===== src/rtl/mem_access_pkg.sv =====
// Shared constants, bus payload type and opcode helpers for the MEM stage.
package mem_access_pkg;

    localparam int unsigned DATA_W = 32;
    localparam int unsigned REG_W  = 5;
    localparam int unsigned OP_W   = 8;
    localparam int unsigned EXC_W  = 32;

    localparam logic [OP_W-1:0] EXE_LB_OP  = 8'b1110_0000;
    localparam logic [OP_W-1:0] EXE_LH_OP  = 8'b1110_0001;
    localparam logic [OP_W-1:0] EXE_LW_OP  = 8'b1110_0011;
    localparam logic [OP_W-1:0] EXE_LBU_OP = 8'b1110_0100;
    localparam logic [OP_W-1:0] EXE_LHU_OP = 8'b1110_0101;
    localparam logic [OP_W-1:0] EXE_SB_OP  = 8'b1110_1000;
    localparam logic [OP_W-1:0] EXE_SH_OP  = 8'b1110_1001;
    localparam logic [OP_W-1:0] EXE_SW_OP  = 8'b1110_1011;

    localparam int unsigned EXC_ADEL = 4;
    localparam int unsigned EXC_ADES = 5;

    localparam logic [1:0] SIZE_BYTE = 2'd0;
    localparam logic [1:0] SIZE_HALF = 2'd1;
    localparam logic [1:0] SIZE_WORD = 2'd2;

    localparam logic [REG_W-1:0]  NOP_REG_ADDR  = '0;
    localparam logic              WRITE_DISABLE = 1'b0;
    localparam logic [DATA_W-1:0] ZERO_WORD     = '0;

    typedef struct packed {
        logic              wr;
        logic [1:0]        size;
        logic [31:0]       addr;
        logic [DATA_W-1:0] wdata;
    } bus_req_t;

    function automatic logic is_load_op(input logic [OP_W-1:0] op);
        return op inside {EXE_LB_OP, EXE_LBU_OP, EXE_LH_OP, EXE_LHU_OP, EXE_LW_OP};
    endfunction

    function automatic logic is_store_op(input logic [OP_W-1:0] op);
        return op inside {EXE_SB_OP, EXE_SH_OP, EXE_SW_OP};
    endfunction

    function automatic logic [1:0] op_size(input logic [OP_W-1:0] op);
        case (op)
            EXE_LB_OP, EXE_LBU_OP, EXE_SB_OP: return SIZE_BYTE;
            EXE_LH_OP, EXE_LHU_OP, EXE_SH_OP: return SIZE_HALF;
            default:                          return SIZE_WORD;
        endcase
    endfunction

endpackage


===== src/rtl/mem_access_if.sv =====
// SRAM-like data bus with separate address and data handshakes.
interface mem_access_if #(
    parameter int unsigned ADDR_W = 32
);
    logic              data_req;
    logic              data_wr;
    logic [1:0]        data_size;
    logic [ADDR_W-1:0] data_addr;
    logic [31:0]       data_wdata;
    logic              data_addr_ok;
    logic              data_data_ok;
    logic [31:0]       data_rdata;

    modport master (
        output data_req, data_wr, data_size, data_addr, data_wdata,
        input  data_addr_ok, data_data_ok, data_rdata
    );

    modport slave (
        input  data_req, data_wr, data_size, data_addr, data_wdata,
        output data_addr_ok, data_data_ok, data_rdata
    );
endinterface


===== src/rtl/mem_align.sv =====
// Byte-lane steering for stores, load extract/extend, and alignment check.
module mem_align
    import mem_access_pkg::*;
(
    input  logic [OP_W-1:0]   aluop,
    input  logic [1:0]        addr_lo,
    input  logic [DATA_W-1:0] reg2,
    input  logic [DATA_W-1:0] rdata,
    output logic [DATA_W-1:0] store_data_c,
    output logic [DATA_W-1:0] load_data_c,
    output logic              misalign_c
);
    logic [7:0]  byte_sel;
    logic [15:0] half_sel;
    logic [1:0]  size;

    always_comb begin
        size     = op_size(aluop);
        half_sel = addr_lo[1] ? rdata[31:16] : rdata[15:0];
        case (addr_lo)
            2'd1:    byte_sel = rdata[15:8];
            2'd2:    byte_sel = rdata[23:16];
            2'd3:    byte_sel = rdata[31:24];
            default: byte_sel = rdata[7:0];
        endcase

        case (size)
            SIZE_BYTE: store_data_c = {4{reg2[7:0]}};
            SIZE_HALF: store_data_c = {2{reg2[15:0]}};
            default:   store_data_c = reg2;
        endcase

        case (aluop)
            EXE_LB_OP:  load_data_c = {{24{byte_sel[7]}}, byte_sel};
            EXE_LBU_OP: load_data_c = {24'h0, byte_sel};
            EXE_LH_OP:  load_data_c = {{16{half_sel[15]}}, half_sel};
            EXE_LHU_OP: load_data_c = {16'h0, half_sel};
            default:    load_data_c = rdata;
        endcase

        misalign_c = (is_load_op(aluop) || is_store_op(aluop)) &&
                     (((size == SIZE_HALF) && addr_lo[0]) ||
                      ((size == SIZE_WORD) && (addr_lo != 2'd0)));
    end
endmodule


===== src/rtl/mem_access.sv =====
// MEM pipeline stage: bus loads/stores with stall, alignment exceptions and
// zero-latency pass-through of non-memory results.
module mem_access
    import mem_access_pkg::*;
#(
    parameter int unsigned ADDR_W      = 32,
    parameter int unsigned KEEP_CYCLES = 0
) (
    input  logic              clk,
    input  logic              rst,
    input  logic              flush,
    input  logic              advance,
    input  logic [REG_W-1:0]  mem_wd_i,
    input  logic              mem_wreg_i,
    input  logic [DATA_W-1:0] mem_wdata_i,
    input  logic [OP_W-1:0]   mem_aluop_i,
    input  logic [31:0]       mem_addr_i,
    input  logic [DATA_W-1:0] mem_reg2_i,
    input  logic [EXC_W-1:0]  mem_except_type_i,
    mem_access_if.master      bus,
    output logic [REG_W-1:0]  wd_o,
    output logic              wreg_o,
    output logic [DATA_W-1:0] wdata_o,
    output logic [EXC_W-1:0]  except_type_o,
    output logic [31:0]       bad_vaddr_o,
    output logic              stallreq
);
    localparam logic [2:0] ST_IDLE  = 3'd0;
    localparam logic [2:0] ST_REQ   = 3'd1;
    localparam logic [2:0] ST_WAIT  = 3'd2;
    localparam logic [2:0] ST_DONE  = 3'd3;
    localparam logic [2:0] ST_DRAIN = 3'd4;

    if (KEEP_CYCLES > 0) begin : g_keep_reserved
    end

    logic [2:0]        state_q, state_d;
    logic [DATA_W-1:0] rdata_q, rdata_d;
    bus_req_t          bus_q, bus_d;

    logic              is_load, is_store, misalign, valid_mem, access_ok;
    logic [DATA_W-1:0] store_data, load_data;

    mem_align u_align (
        .aluop        (mem_aluop_i),
        .addr_lo      (mem_addr_i[1:0]),
        .reg2         (mem_reg2_i),
        .rdata        (bus.data_rdata),
        .store_data_c (store_data),
        .load_data_c  (load_data),
        .misalign_c   (misalign)
    );

    assign is_load   = is_load_op(mem_aluop_i);
    assign is_store  = is_store_op(mem_aluop_i);
    assign valid_mem = (is_load || is_store) && !misalign && (mem_except_type_i == '0);
    assign access_ok = valid_mem && !flush;

    // State, captured load value and the held bus request
    always_ff @(posedge clk) begin
        if (rst) begin
            state_q <= ST_IDLE;
            rdata_q <= '0;
            bus_q   <= '0;
        end else begin
            state_q <= state_d;
            rdata_q <= rdata_d;
            bus_q   <= bus_d;
        end
    end

    always_comb begin
        state_d = state_q;
        rdata_d = rdata_q;
        bus_d   = bus_q;
        case (state_q)
            ST_IDLE: begin
                if (access_ok) begin
                    state_d = ST_REQ;
                    bus_d   = '{wr: is_store, size: op_size(mem_aluop_i),
                                addr: mem_addr_i, wdata: store_data};
                end
            end
            ST_REQ: begin
                // An accepted request must have its data phase drained on flush
                if (flush) begin
                    if (bus.data_addr_ok && !bus.data_data_ok) state_d = ST_DRAIN;
                    else                                        state_d = ST_IDLE;
                end else if (bus.data_addr_ok) begin
                    if (bus.data_data_ok) begin
                        state_d = ST_DONE;
                        rdata_d = load_data;
                    end else begin
                        state_d = ST_WAIT;
                    end
                end
            end
            ST_WAIT: begin
                if (flush) begin
                    state_d = bus.data_data_ok ? ST_IDLE : ST_DRAIN;
                end else if (bus.data_data_ok) begin
                    state_d = ST_DONE;
                    rdata_d = load_data;
                end
            end
            ST_DONE: begin
                if (flush || advance) state_d = ST_IDLE;
            end
            ST_DRAIN: begin
                if (bus.data_data_ok) state_d = ST_IDLE;
            end
            default: state_d = ST_IDLE;
        endcase
    end

    assign bus.data_req   = (state_q == ST_REQ);
    assign bus.data_wr    = bus_q.wr;
    assign bus.data_size  = bus_q.size;
    assign bus.data_addr  = ADDR_W'(bus_q.addr);
    assign bus.data_wdata = bus_q.wdata;

    // Outputs toward MEM/WB follow the stage inputs with no added latency
    always_comb begin
        wd_o          = NOP_REG_ADDR;
        wreg_o        = WRITE_DISABLE;
        wdata_o       = ZERO_WORD;
        except_type_o = '0;
        bad_vaddr_o   = '0;
        stallreq      = 1'b0;
        if (!rst) begin
            wd_o    = mem_wd_i;
            wreg_o  = mem_wreg_i && !misalign && !flush;
            wdata_o = is_load ? rdata_q : mem_wdata_i;
            if (!flush) begin
                except_type_o = mem_except_type_i;
                if (misalign) begin
                    except_type_o[EXC_ADEL] = except_type_o[EXC_ADEL] | is_load;
                    except_type_o[EXC_ADES] = except_type_o[EXC_ADES] | is_store;
                    bad_vaddr_o             = mem_addr_i;
                end
            end
            stallreq = (state_q == ST_DRAIN) ||
                       (access_ok && ((state_q == ST_IDLE) || (state_q == ST_REQ) ||
                                      (state_q == ST_WAIT)));
        end
    end
endmodule


===== src/flat_wrapper.sv =====
// flat-port wrapper written by rule: the top's interface ports become plain ports
module mem_access_flat import mem_access_pkg::*;
#(
    parameter int unsigned ADDR_W      = 32,
    parameter int unsigned KEEP_CYCLES = 0
)
  (clk, rst, flush, advance, mem_wd_i, mem_wreg_i, mem_wdata_i, mem_aluop_i, mem_addr_i, mem_reg2_i, mem_except_type_i, wd_o, wreg_o, wdata_o, except_type_o, bad_vaddr_o, stallreq, bus_data_req, bus_data_wr, bus_data_size, bus_data_addr, bus_data_wdata, bus_data_addr_ok, bus_data_data_ok, bus_data_rdata);
  mem_access_if #(.ADDR_W(ADDR_W)) bus_i ();
  input  logic clk;
  input  logic rst;
  input  logic flush;
  input  logic advance;
  input  logic [REG_W-1:0] mem_wd_i;
  input  logic mem_wreg_i;
  input  logic [DATA_W-1:0] mem_wdata_i;
  input  logic [OP_W-1:0] mem_aluop_i;
  input  logic [31:0] mem_addr_i;
  input  logic [DATA_W-1:0] mem_reg2_i;
  input  logic [EXC_W-1:0] mem_except_type_i;
  output logic [REG_W-1:0] wd_o;
  output logic wreg_o;
  output logic [DATA_W-1:0] wdata_o;
  output logic [EXC_W-1:0] except_type_o;
  output logic [31:0] bad_vaddr_o;
  output logic stallreq;
  output wire logic [$bits(bus_i.data_req)-1:0] bus_data_req;
  output wire logic [$bits(bus_i.data_wr)-1:0] bus_data_wr;
  output wire logic [$bits(bus_i.data_size)-1:0] bus_data_size;
  output wire logic [$bits(bus_i.data_addr)-1:0] bus_data_addr;
  output wire logic [$bits(bus_i.data_wdata)-1:0] bus_data_wdata;
  input wire logic [$bits(bus_i.data_addr_ok)-1:0] bus_data_addr_ok;
  input wire logic [$bits(bus_i.data_data_ok)-1:0] bus_data_data_ok;
  input wire logic [$bits(bus_i.data_rdata)-1:0] bus_data_rdata;
  assign bus_data_req = bus_i.data_req;
  assign bus_data_wr = bus_i.data_wr;
  assign bus_data_size = bus_i.data_size;
  assign bus_data_addr = bus_i.data_addr;
  assign bus_data_wdata = bus_i.data_wdata;
  assign bus_i.data_addr_ok = bus_data_addr_ok;
  assign bus_i.data_data_ok = bus_data_data_ok;
  assign bus_i.data_rdata = bus_data_rdata;
  mem_access #(.ADDR_W(ADDR_W), .KEEP_CYCLES(KEEP_CYCLES)) u_core (.clk(clk), .rst(rst), .flush(flush), .advance(advance), .mem_wd_i(mem_wd_i), .mem_wreg_i(mem_wreg_i), .mem_wdata_i(mem_wdata_i), .mem_aluop_i(mem_aluop_i), .mem_addr_i(mem_addr_i), .mem_reg2_i(mem_reg2_i), .mem_except_type_i(mem_except_type_i), .bus(bus_i), .wd_o(wd_o), .wreg_o(wreg_o), .wdata_o(wdata_o), .except_type_o(except_type_o), .bad_vaddr_o(bad_vaddr_o), .stallreq(stallreq));
endmodule

===== config.mk =====
export PLATFORM = sky130hd
export DESIGN_NAME = mem_access_flat
export DESIGN_NICKNAME = d
export VERILOG_FILES = /design/src/rtl/mem_access_pkg.sv /design/src/rtl/mem_access_if.sv /design/src/rtl/mem_align.sv /design/src/rtl/mem_access.sv /design/src/flat_wrapper.sv
export SDC_FILE = /design/constraint.sdc
export NUM_CORES = 1
export LEC_CHECK = 0
export CORE_AREA = 3 3 136 138
export DETAILED_ROUTE_END_ITERATION = 7
export DIE_AREA = 0 0 139 141
export DONT_BUFFER_PORTS = 1
export PLACE_DENSITY = 0.66
export SLEW_MARGIN = 10
export SYNTH_ARGS = -nofsm -noshare
export SYNTH_HDL_FRONTEND = slang
export SYNTH_HIERARCHICAL = 1
export SYNTH_SLANG_ARGS = --single-unit

===== constraint.sdc =====
create_clock -name clk -period 3.4 [get_ports clk]
set_clock_uncertainty 0.2 [all_clocks]
set_input_delay 0.68 -clock clk [delete_from_list [all_inputs] [get_ports clk]]
set_output_delay 0.68 -clock clk [all_outputs]
set_load 0.02 [all_outputs]

==> impl_metrics.tcl <==
set metrics [dict create \
    dpl_worst_slack_ns 0.130 \
    timing.rr.start "u_core/state_q[1]" \
    max_freq_mhz 312 \
    antenna_cells 0 \
    hp-class "input pin to register" \
    io_pins 351 \
    critPathMaxFanout 2 \
    holdWs_ns 0.190 \
    max_slew_margin_pct 52.2 \
    crit_type "input pin to output pin" \
    placed_area_sq_um 7050 \
    power_mw 2.60 \
    num_vias 5725 \
    synth-edff-count 0 \
    grt_first_pass_wirelength_um 31000 \
    layout_min_cycle_time_ns 3.20 \
    postSynth.asyncResetShare_pct 0 \
    p_per_area_nw_per_um2 353 \
    cts_tree "yes" \
    wire_per_inst_um 20.5 \
    post_cts_buffers 0 \
    rsz0062_at_grt "no" \
    start_util_pct 38.6 \
    track_usage_pct 19.9 \
    crit_arrival_ns 2.32 \
    setup_ws_ns 0.199 \
    vias_per_cell 5.63 \
    drt_first_pass_iters 5 \
    critical_path.endpoint "stallreq" \
    syn_area_per_cell_sq_um 8.37 \
    required_ns 2.52 \
    clockBufferDepth 2 \
    ys.flop_type "dfxtp_1" \
    ctsHtreeMaxLevel 3 \
    finalSetupTns_ns 0 \
    worst_setup_path_start_kind "input pin" \
    met1_length_um 8370 \
    finalSetupViolations 0 \
    drive_gt1_share_pct 13.0 \
    cts.clk_slew.worst_paths_ns 0.08 \
    ff2ff_setup_slack_ns 1.33 \
    drt_wl_total_um 20900 \
    antenna_found_initial 1 \
    drv_slew 0 \
    worstReg2RegEnd "u_core/rdata_q[13]" \
    min_period_over_period_pct 94.1 \
    grt_max_degree 211 \
    ctsResizeCount 0 \
    highest_layer "met4" \
    initialDrtViolationCount 432 \
    maxCapViolations 0 \
    status "completed" \
    yosys_warnings 6 \
    finalWeightedCongestion 0.836 \
    port_buffers 0 \
    cts_buffers 9 \
    crit_start "mem_aluop_i[4]" \
    grt_pass1_vias 5283 \
    hpwl_um 15900 \
    root_buffer "clkbuf_16" \
    syn2layout_area_growth_pct 10.6 \
    overflow 0 \
    fill_cells 1743 \
    core_area_sq_um 17300 \
    die_area_sq_um 19600 \
    multi_input_area_sq_um 4230 \
    ant_nets 0 \
    p_leak_nw 2.95 \
    worst_slew_pin_slew_ns 0.715 \
    cts.sinks 102 \
    drcViolationCount 0 \
    synth-seq-cells 102 \
    ir_worst_vdd_mv 0.290 \
    clk_latency_ns 0.35 \
    synth.distinct_cells 48 \
    synthCells 798 \
    hold_buffers 0 \
    critPathCaptureType "output pin" \
    hold_depth 1 \
    register_area_sq_um 2040 \
    route.met3.wl_um 1830 \
    die_w_um 139 \
    seq_area_frac_synth_pct 30.6 \
    rows 48 \
    stdcell_area_sq_um 7380 \
    routed-wl-met2_um 10100 \
    die_y_um 141 \
    synth_fp_nets 978 \
    nets 966 \
    reg2reg_depth 5 \
    syn-cell-area_sq_um 6680 \
    finalHoldViolCount 0 \
]
## layout make-up
type	count	share of cell area (%)
Clock inverter	7	1.36
Sequential cell	102	27.7
Tap cell	225	3.81
Clock buffer	9	3.05
Inverter	4	0.203
Multi-Input combinational cell	614	57.3
Timing Repair Buffer	55	6.61
## worst min path at each step
stage | from | end | slack (ns)
4_1_cts | bus_data_data_ok | u_core/state_q[2] | 0.17
2_1_floorplan | u_core/rdata_q[16] | u_core/rdata_q[16] | 0.26
5_1_grt | bus_data_data_ok | u_core/state_q[2] | 0.17
3_5_place_dp | u_core/rdata_q[5] | u_core/rdata_q[5] | 0.29
6_report | bus_data_data_ok | u_core/state_q[2] | 0.19
3_3_place_gp | u_core/rdata_q[7] | u_core/rdata_q[7] | 0.28
## worst max-delay path, cell delays in order
cell      delay, ns
nand4b_1       0.24
a211oi_4       0.22
o21ai_0        0.11
and3_1         0.20
nor4_1         0.23
and4_1         0.24
nand4_1        0.16
a21oi_4        0.24
## cells in the mapped netlist, types with 6 or more instances
| library cell | n | area (sq um) |
|---|---|---|
| a21oi_1 | 49 | 245 |
| a2bb2oi_1 | 7 | 61.3 |
| and2_1 | 31 | 194 |
| and3_1 | 33 | 206 |
| buf_2 | 12 | 60.1 |
| buf_4 | 13 | 97.6 |
| clkbuf_1 | 46 | 173 |
| dfxtp_1 | 102 | 2040 |
| mux2_1 | 8 | 90.1 |
| mux2_2 | 9 | 101 |
| mux2i_1 | 108 | 1080 |
| mux4_2 | 7 | 158 |
| nand2_1 | 70 | 263 |
| nand2b_1 | 133 | 832 |
| nor2_1 | 56 | 210 |
| nor2b_1 | 8 | 50.1 |
| nor4_1 | 15 | 93.8 |
| o21a_1 | 17 | 128 |
| o21ai_0 | 20 | 100 |
| o221a_2 | 6 | 67.6 |
## metal layers
layer / global-route usage (%) / up-vias
met3: 5.29 / 29
met1: 24.9 / 2695
met2: 32.7 / 289
li1: - / 2712
met5: 0 / -
met4: 7.93 / 0
## state kept, by name, summed over array words and instances, names as in the netlist
register and cells:
u_core/bus.data_addr 32, u_core/bus.data_wdata 32, u_core/rdata_q 32, u_core/bus.data_wr 1
u_core/bus.data_size 2, u_core/state_q 3
## where the power goes
group / leakage [nW] / switching (mW) / internal (mW)
Sequential: 0.821 / 0.0000000139 / 1.19
Combinational: 1.97 / 0.149 / 0.147
Clock: 0.158 / 0.519 / 0.596
Total: 2.95 / 0.668 / 1.94
## through the flow
stage               util, %  std cells
floorplan                 -        798
global placement       40.8       1000
detailed placement     40.8       1000
CTS                    42.6       1016
global route           42.7       1016
finish                 42.7       1016
## placed cells by master, fill, tap and decap left out, types with 2 or more instances in the layout
master / Yosys / final
nand2b_1: 133 / 133
mux2i_1: 108 / 108
dfxtp_1: 102 / 102
nand2_1: 70 / 70
nor2_1: 56 / 55
buf_4: 13 / 49
a21oi_1: 49 / 48
and3_1: 33 / 33
and2_1: 31 / 31
o21ai_0: 20 / 20
o21a_1: 17 / 17
nor4_1: 15 / 15
clkbuf_16: 0 / 9
mux2_2: 9 / 9
nor2b_1: 8 / 8
mux2_1: 8 / 8
mux4_2: 7 / 7
a2bb2oi_1: 7 / 7
buf_12: 0 / 6
o221a_2: 6 / 6
inv_1: 4 / 4
nor3_1: 3 / 3
a211oi_1: 4 / 3
o22ai_1: 3 / 3
clkinv_8: 0 / 2
inv_6: 0 / 2
nand4b_1: 2 / 2
a211oi_4: 1 / 2
and4_1: 3 / 2
or2_1: 2 / 2
## cells by family after synthesis
logic type	Yosys count	share of synthesized area [%]
AO/OA/AOI/OAI	116	11.3
AND/OR/NAND/NOR	366	30.2
multiplexers	132	21.4
flip-flops	102	30.6
buffers and inverters	82	6.58
Power figures use the tool's default switching activity.
